--- src/rtl/apb_slave_decoder.sv ---
// APB fan-out decoder: routes one upstream APB master to NO_OF_SLAVES address regions,
// answering unmapped, timed-out and malformed accesses itself and counting them.
module apb_slave_decoder #(
   parameter int NO_OF_SLAVES    = 4,
   parameter int ADDR_WIDTH      = 32,
   parameter int DATA_WIDTH      = 32,
   parameter int SLAVE_SPAN_LOG2 = 12,
   parameter int TIMEOUT_CYCLES  = 16
) (
   input  logic                               pclk,
   input  logic                               preset,
   input  logic                               psel,
   input  logic                               penable,
   input  logic                               pwrite,
   input  logic [ADDR_WIDTH-1:0]              paddr,
   input  logic [DATA_WIDTH-1:0]              pwdata,
   input  logic [DATA_WIDTH/8-1:0]            pstrb,
   input  logic [2:0]                         pprot,
   output logic [DATA_WIDTH-1:0]              prdata,
   output logic                               pready,
   output logic                               pslverr,
   output logic [NO_OF_SLAVES-1:0]            psel_s,
   output logic                               penable_s,
   output logic [ADDR_WIDTH-1:0]              paddr_s,
   output logic                               pwrite_s,
   output logic [DATA_WIDTH-1:0]              pwdata_s,
   output logic [DATA_WIDTH/8-1:0]            pstrb_s,
   output logic [2:0]                         pprot_s,
   input  logic [NO_OF_SLAVES*DATA_WIDTH-1:0] prdata_s,
   input  logic [NO_OF_SLAVES-1:0]            pready_s,
   input  logic [NO_OF_SLAVES-1:0]            pslverr_s,
   output logic [7:0]                         err_count,
   output logic [1:0]                         last_err_code
);
   localparam int IW = (NO_OF_SLAVES > 1) ? $clog2(NO_OF_SLAVES) : 1;
   localparam int HI = SLAVE_SPAN_LOG2 + IW;
   localparam logic [IW:0] NS = NO_OF_SLAVES[IW:0];
   localparam logic [7:0] TO = TIMEOUT_CYCLES[7:0];

   typedef enum logic [1:0] {IDLE, ACCESS, ERR_RESP} state_t;

   state_t state, state_n;
   logic [IW-1:0] dec_idx, idx_q;
   logic dec_mapped, mapped_q, hi_set, latch;
   logic [7:0] cnt, cnt_n;
   logic err_evt;
   logic [1:0] err_code;
   logic [NO_OF_SLAVES-1:0] dec_onehot, acc_onehot;
   logic [NO_OF_SLAVES-1:0][DATA_WIDTH-1:0] rdata_arr;

   assign paddr_s  = paddr;
   assign pwrite_s = pwrite;
   assign pwdata_s = pwdata;
   assign pstrb_s  = pstrb;
   assign pprot_s  = pprot;

   assign dec_idx = paddr[SLAVE_SPAN_LOG2 +: IW];
   // Any address bit above the slave-index field lands outside every region.
   generate
      if (HI < ADDR_WIDTH) begin : g_hi
         assign hi_set = |paddr[ADDR_WIDTH-1:HI];
      end else begin : g_nohi
         assign hi_set = 1'b0;
      end
   endgenerate
   assign dec_mapped = !hi_set && ({1'b0, dec_idx} < NS);

   assign rdata_arr = prdata_s;
   generate
      for (genvar i = 0; i < NO_OF_SLAVES; i++) begin : g_sel
         assign dec_onehot[i] = (dec_idx == IW'(i));
         assign acc_onehot[i] = (idx_q == IW'(i));
      end
   endgenerate

   always_ff @(posedge pclk or posedge preset) begin
      if (preset) begin
         state         <= IDLE;
         idx_q         <= '0;
         mapped_q      <= 1'b0;
         cnt           <= '0;
         err_count     <= '0;
         last_err_code <= 2'b00;
      end else begin
         state <= state_n;
         cnt   <= cnt_n;
         if (latch) begin
            idx_q    <= dec_idx;
            mapped_q <= dec_mapped;
         end
         if (err_evt) begin
            if (err_count != 8'hFF) err_count <= err_count + 8'd1;
            last_err_code <= err_code;
         end
      end
   end

   always_comb begin
      state_n   = state;
      cnt_n     = cnt;
      latch     = 1'b0;
      err_evt   = 1'b0;
      err_code  = 2'b00;
      psel_s    = '0;
      penable_s = 1'b0;
      pready    = 1'b0;
      pslverr   = 1'b0;
      prdata    = '0;
      if (!preset) begin
         case (state)
            IDLE: begin
               cnt_n = '0;
               if (psel && !penable) begin
                  latch   = 1'b1;
                  psel_s  = dec_mapped ? dec_onehot : '0;
                  state_n = ACCESS;
               end else if (psel && penable) begin
                  pready   = 1'b1;
                  pslverr  = 1'b1;
                  err_evt  = 1'b1;
                  err_code = 2'b11;
               end
            end
            ACCESS: begin
               if (!psel) begin
                  state_n = IDLE;
                  cnt_n   = '0;
               end else if (!mapped_q) begin
                  pready   = 1'b1;
                  pslverr  = 1'b1;
                  err_evt  = 1'b1;
                  err_code = 2'b01;
                  state_n  = IDLE;
               end else begin
                  psel_s    = acc_onehot;
                  penable_s = penable;
                  pready    = pready_s[idx_q];
                  pslverr   = pslverr_s[idx_q];
                  prdata    = rdata_arr[idx_q];
                  // A slave answering on the last allowed cycle beats the timeout.
                  if (pready_s[idx_q]) begin
                     state_n = IDLE;
                     cnt_n   = '0;
                  end else begin
                     cnt_n = cnt + 8'd1;
                     if (cnt_n == TO) state_n = ERR_RESP;
                  end
               end
            end
            ERR_RESP: begin
               pready   = 1'b1;
               pslverr  = 1'b1;
               err_evt  = 1'b1;
               err_code = 2'b10;
               cnt_n    = '0;
               state_n  = IDLE;
            end
            default: state_n = IDLE;
         endcase
      end
   end
endmodule

--- config.mk ---
export PLATFORM = sky130hd
export DESIGN_NAME = apb_slave_decoder
export DESIGN_NICKNAME = d
export VERILOG_FILES = /design/src/rtl/apb_slave_decoder.sv
export SDC_FILE = /design/constraint.sdc
export NUM_CORES = 1
export LEC_CHECK = 0
export CORE_AREA = 5 5 124 126
export DETAILED_ROUTE_END_ITERATION = 8
export DIE_AREA = 0 0 129 131
export GPL_ROUTABILITY_DRIVEN = 1
export GPL_TIMING_DRIVEN = 0
export PLACE_DENSITY_LB_ADDON = 0.3
export SYNTH_ARGS = -nofsm -noshare
export SYNTH_HDL_FRONTEND = slang
export SYNTH_SLANG_ARGS = --single-unit
--- constraint.sdc ---
create_clock -name pclk -period 2.1 [get_ports pclk]
set_input_delay 0.315 -clock pclk [delete_from_list [all_inputs] [get_ports pclk]]
set_output_delay 0.315 -clock pclk [all_outputs]
set_load 0.01 [all_outputs]
==> results.md <==
- Initial Util: 0.2040
- Cells after Synth: 297
- GR Overflow Total: 0
- DIE WIDTH: 129 um
- EDFF count, synth: 0
- Drt via density: 4.359
- Fmax: 416.1 MHz
- Syn nets: 511
- DP Wirelength: 12130 um
- Hold Slack: 506.1 ps
- PnR Total Power: 2.924 mW
- RSZ-0062 raised after global routing: yes
- Clock Latency Late Sink: 260 ps
- Synth Cell Area: 2898 um2
- DRC: 0
- GRT Overall Usage: 0.1525
- Failing checks: setup timing
- Placed cells: 761
- IO Count: 333
- DRT iter0 DRCs: 142
- WP data arrival: 2090 ps
- Max-cap violations: 0
- Buffers on Ports: 280
- Vias: 3522
- Synth cell types: 43
- Nets: 838
- Most common cell after layout, fill and taps aside: clkdlybuf4s50_1
- Async S/R FF share, synth: 1.000
- Worst Tran Pin Value: 901.6 ps
- Avg Synthesized Cell Area: 9.757 um2
- CTS max path bufs: 2
- TritonCTS buffer count: 3
- Tcrit/Tclk final: 1.145
- Endpoints failing setup: 34
- Post-Place Worst Slack: -1275 ps
- Share of layout cells above drive strength 1: 0.4157
- Synthesis Warnings: 0
- Worst Setup End Kind: primary output
- Top_reg_cell synth: dfrtp_1
- Hold Violations, Final: 0
- Critical path type: in2out
- Fin crit period: 2403 ps
- Global-route wire length before repair: 20330 um
- Max VDD drop: 0.3942 mV
- Commonest cells after routing, fill and taps aside: clkdlybuf4s50_1 (239), buf_4 (87), buf_6 (56)
- Final Max Slew Viols: 0
- Worst hold path class: reg2reg
- Die Height: 131 um
- Clk root buf: clkbuf_16
- Total wire length: 14690 um
- Register clock-pin slew on the reported worst setup and hold paths: 60 ps
- Largest net degree at the start of global routing: 24
- Clock skew after layout: 1.574 ps
- H-Tree Depth: 1
- Total die area: 16900 um2
- CP Data Required Time: 1780 ps
- Non-Filler Instances: 808
- Power Density: 430.3 nW/um2
- Setup TNS: -2962 ps
- Initial antenna violation count: 1
- CTS tree: built
- Synth Register Bits: 23
- Status: finished with violations
- P_leak: 2.856 nW
- Seq/Total Area, Yosys: 0.1986
- RePlAce Congestion: 0.8382
- CTS Sinks: 23
- Core Footprint: 14200 um2
- Rows: 44
- Critical-path maximum fanout: 3
- Startpoint class of the critical path: input pin
- Fin worst setup slack: -303.5 ps
- Layout Area Growth over Synthesis: 134.5%
- Routed Antenna Nets: 0
- Routed wire length per instance: 18.18 um
- Rel. slew slack: 0.3983
- Pre-antenna DRT Iters: 4
- Vias in the first global route: 3656
logic make-up (layout without fill, tap and decap cells):
| group | after synthesis | in the layout | share of synthesized area |
|---|---|---|---|
| DFF | 23 | 23 | 0.1986 |
| adders and majority gates | 2 | 2 | 0.008634 |
| AOI/OAI and AO/OA | 36 | 36 | 0.08420 |
| other | 0 | 1 | 0 |
| buffers and inverters | 93 | 419 | 0.2155 |
| muxes | 37 | 37 | 0.2759 |
| xor gates and xnor gates | 5 | 5 | 0.01512 |
| and+or+nand+nor | 101 | 101 | 0.2021 |
power by group:
group          internal [mW]  switching (mW)  total, mW
Clock                  0.259           0.158      0.417
Combinational           1.28           0.621       1.90
Sequential             0.512          0.0923      0.604
critical path: stages:
cell	delay [ps]
clkdlybuf4s50_1	460
nor4_2	320
nand2_1	160
or3_4	450
o31ai_4	200
buf_2	180
worst paths after layout:
kind,to,slack [ps],start,cells past startpoint
worst max-delay path,psel_s[0],-300,paddr[25],6
max in group asynchronous,state[1]$_DFFE_PP0P_,870,preset,4
worst min register to register,last_err_code[0]$_DFFE_PP0P_,510,last_err_code[0]$_DFFE_PP0P_,2
worst min-delay path,last_err_code[0]$_DFFE_PP0P_,510,last_err_code[0]$_DFFE_PP0P_,2
worst max register to register,cnt[7]$_DFFE_PP0P_,10,idx_q[0]$_DFFE_PP0P_,6
min in group asynchronous,last_err_code[1]$_DFFE_PP0P_,620,preset,4
metal layers:
metal  global-route usage  wire [um]
met5                    0          0
met3              0.03293       1164
met2               0.2899       8043
met1               0.1760       5231
met4              0.02965        253
cell usage after synthesis (3+ instances only):
| cell | n | area, um2 |
|---|---|---|
| a21o_1 | 3 | 22.52 |
| and2_1 | 32 | 200.2 |
| inv_1 | 7 | 26.28 |
| nor4_1 | 7 | 43.79 |
| nand4_1 | 3 | 18.77 |
| mux4_2 | 34 | 765.7 |
| mux2_2 | 3 | 33.78 |
| a21oi_1 | 8 | 40.04 |
| dfrtp_1 | 23 | 575.6 |
| o21ai_0 | 11 | 55.05 |
| nor3_1 | 6 | 30.03 |
| and3_1 | 5 | 31.28 |
| clkbuf_1 | 8 | 30.03 |
| nand3_1 | 8 | 40.04 |
| or2_2 | 3 | 18.77 |
| buf_4 | 72 | 540.5 |
| or3_1 | 4 | 25.02 |
| buf_2 | 4 | 20.02 |
| nor2_1 | 7 | 26.28 |
| nand2_1 | 14 | 52.55 |
| nand2b_1 | 3 | 18.77 |
| xor2_1 | 3 | 26.28 |
cell type report:
cell class,instances,area (um2)
fillers,1329,7408
repair buffers,326,3348
multi-input cells,181,1873
plain buffers,82,659.4
flip-flops and latches,23,576.8
well taps,184,230.2
clock buffers,4,78.83
inverters,7,26.28
diodes,1,2.502
repair_timing:
action	CTS	global route
gates cloned	4	0
resized for setup	267	60
endpoints found under the setup margin	40	41
hold buffers	0	0
setup buffers	35	12
pin swaps	22	22
flip-flops by register name, indices dropped and copies added (netlist names):
register and flops:
cnt 8, err_count 8, idx_q 2, mapped_q 1
last_err_code 2, state 2
stage by stage:
step,util,instance area (um2)
floorplan,-,2905
global placement,0.4181,5938
CTS,0.4628,6574
global route,0.4784,6795
detailed placement,0.4181,5938
finish,0.4784,6795
Note: power is estimated with default switching activity, not from simulation.
